`src/rtl/judge_score_n.sv`:
```
`default_nettype none
// ============================================================================
// Module      : judge_score_n
// Description : Collects NJ judge scores, optionally drops one maximum and one
//               minimum, and computes floor(10*T/D) with a bit-serial
//               restoring divider. The result is shown as "XX.X" on a
//               4-digit multiplexed 7-segment display. While collecting,
//               the display shows how many scores have been accepted.
// Ports       : clk      - clock, rising edge
//               rst      - asynchronous active-high reset
//               scorein  - current judge score (0 is ignored)
//               submit   - level strobe; each rising edge offers scorein
//               clear    - synchronous pulse; starts a new round
//               seg      - segments {dp,g,f,e,d,c,b,a}, active high
//               sel      - one-hot digit select, sel[0] = rightmost
//               done     - high while a valid result is displayed
// Revision    : 1.0 - initial release
// ============================================================================
module judge_score_n #(
    parameter int NJ   = 7,
    parameter int SW   = 4,
    parameter int DROP = 1,
    parameter int SCAN = 50000
) (
    input  logic          clk,
    input  logic          rst,
    input  logic [SW-1:0] scorein,
    input  logic          submit,
    input  logic          clear,
    output logic [7:0]    seg,
    output logic [3:0]    sel,
    output logic          done
);

    localparam int SMAX = (1 << SW) - 1;
    localparam int SUMW = $clog2(NJ * SMAX + 1);
    localparam int DW   = $clog2(10 * NJ * SMAX + 1);
    localparam int RW   = DW - 1;
    localparam int CW   = $clog2(NJ + 1);
    localparam int STW  = $clog2(DW + 1);
    localparam int SCW  = $clog2(SCAN + 1);

    localparam logic [DW-1:0]  c_divisor   = DW'((DROP != 0) ? NJ - 2 : NJ);
    localparam logic [DW-1:0]  c_ten       = DW'(10);
    localparam logic [CW-1:0]  c_nj        = CW'(NJ);
    localparam logic [STW-1:0] c_last_step = STW'(DW - 1);
    localparam logic [SCW-1:0] c_scan_last = SCW'(SCAN - 1);

    localparam logic [1:0] S_COLLECT = 2'd0;
    localparam logic [1:0] S_CALC    = 2'd1;
    localparam logic [1:0] S_SHOW    = 2'd2;

    logic [1:0]      r_state, w_state_nxt;
    logic            r_sub_d;
    logic            r_armed;
    logic [CW-1:0]   r_count;
    logic [SUMW-1:0] r_sum;
    logic [SW-1:0]   r_max, r_min;
    logic [DW-1:0]   r_div;
    logic [RW-1:0]   r_rem;
    logic [DW-1:0]   r_quot;
    logic [STW-1:0]  r_step;
    logic [SCW-1:0]  r_scan;
    logic [1:0]      r_digit;

    logic            w_accept;
    logic [SUMW-1:0] w_t;
    logic [DW-1:0]   w_num;
    logic [DW-1:0]   w_trial;
    logic            w_ge;

    // r_armed stays low after reset until submit has been seen low, so a
    // submit held through reset is not taken as a fresh edge.
    assign w_accept = (r_state == S_COLLECT) && submit && !r_sub_d && r_armed
                      && (scorein != '0) && (r_count != c_nj) && !clear;

    assign w_t   = (DROP != 0) ? (r_sum - SUMW'(r_max) - SUMW'(r_min)) : r_sum;
    assign w_num = DW'(w_t) * c_ten;

    // One restoring-division step: shift the next dividend bit into the
    // partial remainder and subtract the divisor when it fits.
    assign w_trial = {r_rem, r_div[DW-1]};
    assign w_ge    = (w_trial >= c_divisor);

    always_comb begin
        w_state_nxt = r_state;
        if (clear) begin
            w_state_nxt = S_COLLECT;
        end else begin
            case (r_state)
                S_COLLECT: if (r_count == c_nj)       w_state_nxt = S_CALC;
                S_CALC:    if (r_step == c_last_step) w_state_nxt = S_SHOW;
                S_SHOW:    w_state_nxt = S_SHOW;
                default:   w_state_nxt = S_COLLECT;
            endcase
        end
    end

    always_ff @(posedge clk or posedge rst) begin
        if (rst) begin
            r_state <= S_COLLECT;
        end else begin
            r_state <= w_state_nxt;
        end
    end

    always_ff @(posedge clk or posedge rst) begin
        if (rst) begin
            r_sub_d <= 1'b0;
            r_armed <= 1'b0;
            r_count <= '0;
            r_sum   <= '0;
            r_max   <= '0;
            r_min   <= '0;
            r_div   <= '0;
            r_rem   <= '0;
            r_quot  <= '0;
            r_step  <= '0;
        end else begin
            r_sub_d <= submit;
            if (!submit) begin
                r_armed <= 1'b1;
            end
            if (clear) begin
                r_count <= '0;
                r_sum   <= '0;
                r_max   <= '0;
                r_min   <= '0;
                r_div   <= '0;
                r_rem   <= '0;
                r_quot  <= '0;
                r_step  <= '0;
            end else begin
                case (r_state)
                    S_COLLECT: begin
                        if (w_accept) begin
                            r_count <= r_count + 1'b1;
                            r_sum   <= r_sum + SUMW'(scorein);
                            if ((r_count == '0) || (scorein > r_max)) r_max <= scorein;
                            if ((r_count == '0) || (scorein < r_min)) r_min <= scorein;
                        end
                        if (w_state_nxt == S_CALC) begin
                            r_div  <= w_num;
                            r_rem  <= '0;
                            r_quot <= '0;
                            r_step <= '0;
                        end
                    end
                    S_CALC: begin
                        r_div  <= r_div << 1;
                        r_rem  <= RW'(w_ge ? (w_trial - c_divisor) : w_trial);
                        r_quot <= {r_quot[DW-2:0], w_ge};
                        r_step <= r_step + 1'b1;
                    end
                    default: begin
                    end
                endcase
            end
        end
    end

    // Free-running digit scan, independent of the round state.
    always_ff @(posedge clk or posedge rst) begin
        if (rst) begin
            r_scan  <= '0;
            r_digit <= 2'd0;
        end else if (r_scan == c_scan_last) begin
            r_scan  <= '0;
            r_digit <= r_digit + 2'd1;
        end else begin
            r_scan  <= r_scan + 1'b1;
        end
    end

    function automatic logic [7:0] f_dec7(input logic [3:0] v);
        case (v)
            4'd0:    f_dec7 = 8'h3F;
            4'd1:    f_dec7 = 8'h06;
            4'd2:    f_dec7 = 8'h5B;
            4'd3:    f_dec7 = 8'h4F;
            4'd4:    f_dec7 = 8'h66;
            4'd5:    f_dec7 = 8'h6D;
            4'd6:    f_dec7 = 8'h7D;
            4'd7:    f_dec7 = 8'h07;
            4'd8:    f_dec7 = 8'h7F;
            4'd9:    f_dec7 = 8'h6F;
            default: f_dec7 = 8'h00;
        endcase
    endfunction

    always_comb begin
        sel = 4'b0001 << r_digit;
        seg = 8'h00;
        case (r_state)
            S_COLLECT: begin
                case (r_digit)
                    2'd0: seg = f_dec7(4'(32'(r_count) % 32'd10));
                    2'd1: if (32'(r_count) >= 32'd10) seg = f_dec7(4'(32'(r_count) / 32'd10));
                    default: seg = 8'h00;
                endcase
            end
            S_SHOW: begin
                case (r_digit)
                    2'd0: seg = f_dec7(4'(32'(r_quot) % 32'd10));
                    2'd1: seg = f_dec7(4'((32'(r_quot) / 32'd10) % 32'd10)) | 8'h80;
                    2'd2: if (32'(r_quot) >= 32'd100) seg = f_dec7(4'(32'(r_quot) / 32'd100));
                    default: seg = 8'h00;
                endcase
            end
            default: seg = 8'h00;
        endcase
    end

    assign done = (r_state == S_SHOW);

endmodule
`default_nettype wire

```
`config.mk`:
```
export PLATFORM = sky130hd
export DESIGN_NAME = judge_score_n
export DESIGN_NICKNAME = d
export VERILOG_FILES = /design/src/rtl/judge_score_n.sv
export SDC_FILE = /design/constraint.sdc
export NUM_CORES = 1
export LEC_CHECK = 0
export ABC_CLOCK_PERIOD_IN_PS = 11300
export CORE_MARGIN = 5
export CORE_UTILIZATION = 55
export CTS_CLUSTER_SIZE = 16
export DETAILED_ROUTE_END_ITERATION = 8
export PLACE_DENSITY = 0.72
export SYNTH_ARGS = -nofsm -noshare
export SYNTH_HDL_FRONTEND = slang
export SYNTH_SLANG_ARGS = --single-unit
```
`constraint.sdc`:
```
create_clock -name clk -period 11.3 [get_ports clk]
set_clock_uncertainty 0.2 [all_clocks]
set_input_delay 2.26 -clock clk [delete_from_list [all_inputs] [get_ports clk]]
set_output_delay 2.26 -clock clk [all_outputs]
set_load 0.005 [all_outputs]
```
Yosys cells after proc, flatten, opt, wreduce, memory -nomap -nowiden
Memories as Yosys holds them, arrays and structs flattened.
Index checks and enable logic that the tools add are counted.
Storage, ports and cells
  flip-flop bits (word level): 76
  memory bits (read-only): 448
  input bits: 8
  output and inout bits: 13
  logic and storage cells: 105
  memories kept: 4
Operators by class
  $add $sub $neg: 8
  $mul: 1
  divide/modulo/power cells: 5
  magnitude comparators: 4
  eq/ne operators: 10
  shift-type cells: 1
  mux-type cells: 36
  reductions and logical operators: 23
Memory list
  (no name shown): depth 16, width 7, rd ports 1, clocked after Yosys merged registers in 0, wr ports 0, RTL line 176  | case (v)
  (no name shown): depth 16, width 7, rd ports 1, clocked after Yosys merged registers in 0, wr ports 0, RTL line 176
  (no name shown): depth 16, width 7, rd ports 1, clocked after Yosys merged registers in 0, wr ports 0, RTL line 176
  (no name shown): depth 16, width 7, rd ports 1, clocked after Yosys merged registers in 0, wr ports 0, RTL line 176
Operator list (number)
  11-bit 2-to-1 mux: 4
  11-bit one-hot mux with 2 select lines: 2
  4-bit 2-to-1 mux: 10
  11-bit by 4-bit divider with 32-bit output (second input constant): 1
  11-bit by 7-bit divider with 32-bit output (second input constant): 1
  11-bit by 4-bit modulo with 32-bit output (second input constant): 1
  3-bit by 4-bit modulo with 32-bit output (second input constant): 1
  32-bit by 4-bit modulo with 32-bit output (second input constant): 1
  10-bit 2-to-1 mux: 3
  8-bit one-hot mux with 3 select lines: 1
  7-bit 2-to-1 mux: 3
  10-bit one-hot mux with 2 select lines: 1
  16-bit by 1-bit adder with 16-bit output (second input constant): 1
  16-bit equality test (second input constant): 1
  16-bit 2-to-1 mux: 1
  8-bit 2-to-1 mux: 2
  8-bit one-hot mux with 2 select lines: 1
  7-bit by 4-bit subtractor with 7-bit output: 2
  11-bit by 3-bit greater-or-equal comparator with 1-bit output (second input constant): 1
  11-bit by 7-bit greater-or-equal comparator with 1-bit output (second input constant): 1
  7-bit by 3-bit multiplier with 10-bit output (second input constant): 1
  10-bit by 3-bit subtractor with 10-bit output (second input constant): 1
  3-bit 2-to-1 mux: 3
  4-bit one-hot mux with 2 select lines: 1
  25 further kinds: 43

Longest topological paths before layout
  depth after elaboration: 10
  depth in mapped cells: 36
  gate-level depth less buffers: 35

Worst setup path after synthesis
Ideal clock, no wire load.
  kind: register -> output
  start point: register r_quot[8]
  end point: output port seg[6]
  arrival time: 6.828 ns
  required time: 8.840 ns
  slack: 2.012 ns
  cell stages (with the launch flop): 35
  buffers on the path: 2
  cells stage by stage: dfrtp_1 -> nor2_1 -> inv_2 -> ha_1 -> nor2b_2 -> a211oi_1 -> o22ai_2 -> nor3_1 -> inv_1 -> ha_1 -> or3_1 -> ha_1 -> o31ai_1 -> clkbuf_1 -> nor2_1 -> a31oi_1 -> o211ai_1 -> inv_1 -> ha_1 -> nand4_1 -> a211oi_1 -> a41oi_1 -> nand3_1 -> a21boi_0 -> a2bb2oi_1 -> o31a_1 -> o21ai_1 -> a2111o_1 -> or2_1 -> buf_6 -> xnor2_1 -> ha_1 -> or3_1 -> o211a_1 -> o21ai_1
Between the ends
  cells in the longest elaborated chain, start to end: 5
Ends and longest elaborated chain
  start: declaration: RTL line 61  | logic [DW-1:0] r_quot;
  start signal: assignment: RTL line 152  | r_quot <= {r_quot[DW-2:0], w_ge};
  11-bit by 4-bit divider with 32-bit output / 11-bit by 7-bit divider with 32-bit output (equally long branches): RTL line 205, 206
  32-bit by 4-bit modulo with 32-bit output / memory read 16 x 7 bit (equally long branches)
  memory read 16 x 7 bit / 8-bit 2-to-1 mux (equally long branches)
  8-bit one-hot mux with 3 select lines (*): RTL line 203  | case (r_digit)
  8-bit one-hot mux with 2 select lines (*): RTL line 194  | case (r_state)
  end: declaration: RTL line 30  | output logic [7:0] seg,
Mark *: on every way between the ends. The rest lies on a longest branch, timed or not.

Worst setup path in the final report
Same ends and word-level chain as after synthesis.

==> results.yml <==
clock_tree:
  htreeDepth: 3
  cts_root_buf: "clkbuf_16"
  clkLatencyLatePin_ns: 0.33
  cts_setup_buffers: 0
  cts_sinks: 75
  cts_max_path_buffers: 2
  numCtsBuffers: 9
  path_clk_slew_ns: 0.07
  postCtsHoldBufs: 0
  cts_tree: "done"
  cts.repair.resized: 0
routing:
  drt_iter0_drc: 946
  routedWlPerCell_um: 16.7
  drc: 0
  firstDrtPassIters: 5
  vias: 7971
  detail-route-antenna-nets: 0
  wl_mm: 21.1
  viasPerCell: 6.32
sta:
  min_period_ns: 10.74
  fmax_mhz: 93.1
  finalSetupViolCount: 0
  fin_crit_sh_pct: 95.0
  final_hold_viol_count: 0
  slew_violations: 0
  finalSetupTns_ns: 0
  worst_pin_slew_ns: 0.971
  slew_headroom_pct: 34.4
  grt_setup_unrepaired: "false"
critical_path:
  cp.depth: 30
  critical_path_required_ns: 8.84
  cp-end-kind: "output pin"
  reg2reg_depth: 18
  critPathLaunchType: "flop"
  crit_type: "flop to output pin"
  path_buf_inv: 2
  critical_path_arrival_ns: 8.28
  cp_slowest_cell: "and4b_2"
  crit_path_max_fanout: 17
  max_stage_delay_ns: 0.57
  cp_common_cell: "ha_1"
  crit_family: "compound AO/OA/AOI/OAI gates"
synth:
  ys_ff_latch: 75
  synth_edf_count: 0
  synth_cells: 1076
  syn-cell-area_um2: 8270
  async_reset_ff_share_pct: 100
  synth_nets: 1154
  ys.warnings.count: 0
  syn_avg_cell_area_um2: 7.68
  ys_seq_area_share_pct: 22.7
  synthDistinctLibCells: 93
  ys.flop_type: "dfrtp_1"
power_and_ir_drop:
  power_frac_clock_pct: 36.2
  combPwrFrac_pct: 28.0
  vdd_ir_drop_max_uv: 101
  p_seq_share_pct: 35.8
  total_power_uw: 772
  switchingPower_uw: 239
  netSwitchingFraction_pct: 30.9
  p_leak_uw: 0.00390
  p_per_area_nw_per_um2: 86.3
  internal_power_uw: 533
floorplanning:
  io_pins: 21
  core_area_um2: 14600
  die_area_um2: 17600
  rows: 44
  die_height_um: 133
  start_util_pct: 56.5
  die_w_um: 133
worst_hold_path:
  hold_depth: 1
  worstHoldPathType: "flop to flop"
place:
  dp_hpwl_mm: 15.7
  gp_congestion: 0.938
  io_buffers: 20
global_route:
  grt_max_degree: 66
  grt_pass1_vias: 7310
  track_usage_pct: 23.8
  antenna_found_initial: 0
  grt_pass1_wl_mm: 35.9
  gr-total-overflow: 0
final_layout:
  area_growth_pct: 8.17
  multiInputGateArea_um2: 6010
  nFillCells: 1325
  final_layout_size_suffix_gt1_share_pct: 6.77
  nets: 1151
  regArea_um2: 1880
  diodes: 0
job:
  cap_violations: 0
status:
  status: "completed"
[cells in the mapped netlist, types with 17 or more instances]
master | count | share of area [%]
ha_1 | 64 | 9.7
dfrtp_1 | 75 | 23
xnor2_1 | 35 | 3.7
nor3_1 | 29 | 1.8
nand3_1 | 35 | 2.1
a211oi_1 | 20 | 1.8
clkbuf_1 | 37 | 1.7
a21oi_1 | 60 | 3.6
o21ai_0 | 72 | 4.4
nor2b_1 | 17 | 1.3
nand2_1 | 102 | 4.6
nor2_1 | 129 | 5.9
mux2i_1 | 28 | 3.4
nand2b_1 | 18 | 1.4
xor2_1 | 22 | 2.3
inv_1 | 48 | 2.2
[state kept, by name, indices dropped and copies added, names as in the netlist]
name     cells
r_rem       10
r_digit      2
r_max        4
r_step       4
r_quot      11
r_armed      1
r_div       10
r_sub_d      1
r_sum        7
r_scan      16
r_count      3
r_state      2
r_min        4
[placed cells by master, fill, tap and decap left out, types with 22 or more instances in the layout]
cell type  count
mux2i_1       27
ha_1          64
nand2_1      101
o21ai_0       71
nor2_1       129
dfrtp_1       75
xnor2_1       34
inv_1         47
xor2_1        22
nor3_1        27
nand3_1       35
a21oi_1       60
[path summary, 6_finish.rpt]
check / startpoint / end / slack [ns]
worst max-delay path: r_quot[8] / seg[6] / 0.56
worst min-delay path: r_scan[0] / r_scan[0] / 0.28
worst max register to register: r_sum[0] / r_div[9] / 7.30
worst min register to register: r_scan[0] / r_scan[0] / 0.28
max in group asynchronous: rst / r_quot[1] / 7.89
min in group asynchronous: rst / r_scan[2] / 1.94
[power by group through the flow]
| stage | combinational [uW] | clock [uW] | sequential (uW) |
|---|---|---|---|
| after floorplan | 174 | 0 | 281 |
| after global placement | 215 | 0 | 281 |
| after detailed placement | 218 | 0 | 281 |
| after CTS | 220 | 286 | 276 |
| after global routing | 251 | 296 | 277 |
| final | 216 | 280 | 276 |
[kinds of logic after synthesis]
family                     after synthesis  share of synthesized area, %
xor gates and xnor gates                57                          6.04
muxes                                   37                          4.66
adders and majority gates               75                          11.7
DFF                                     75                          22.7
AOI/OAI and AO/OA                      309                          25.1
and+or+nand+nor                        418                          24.6
buffers and inverters                  105                          5.21
[layer usage]
layer	routed length [um]	GRT usage, %
met5	0	0
met4	215	5.48
met3	1270	3.57
met2	9360	36.3
met1	10300	35.4
[cell type report]
| class | count | share of cell area [%] |
|---|---|---|
| Clock inverter | 6 | 0.602 |
| Tap cell | 184 | 2.57 |
| Timing Repair Buffer | 38 | 3.75 |
| Multi-Input combinational cell | 896 | 67.2 |
| Clock buffer | 10 | 2.67 |
| Sequential cell | 75 | 21.0 |
| Inverter | 53 | 2.24 |
[stage by stage]
step | cells | worst slack [ns] | hold WS [ns] | util, % | area (um2)
2_1_floorplan | 1076 | 2.01 | 0.225 | - | 8270
3_3_place_gp | 1246 | 0.775 | 0.254 | 58.8 | 8610
3_5_place_dp | 1246 | 0.657 | 0.259 | 58.8 | 8610
4_1_cts | 1262 | 0.271 | 0.279 | 60.8 | 8910
5_1_grt | 1262 | 0.0147 | 0.304 | 61.1 | 8940
6_report | 1262 | 0.564 | 0.275 | 61.1 | 8940
Power figures use the tool's default switching activity.
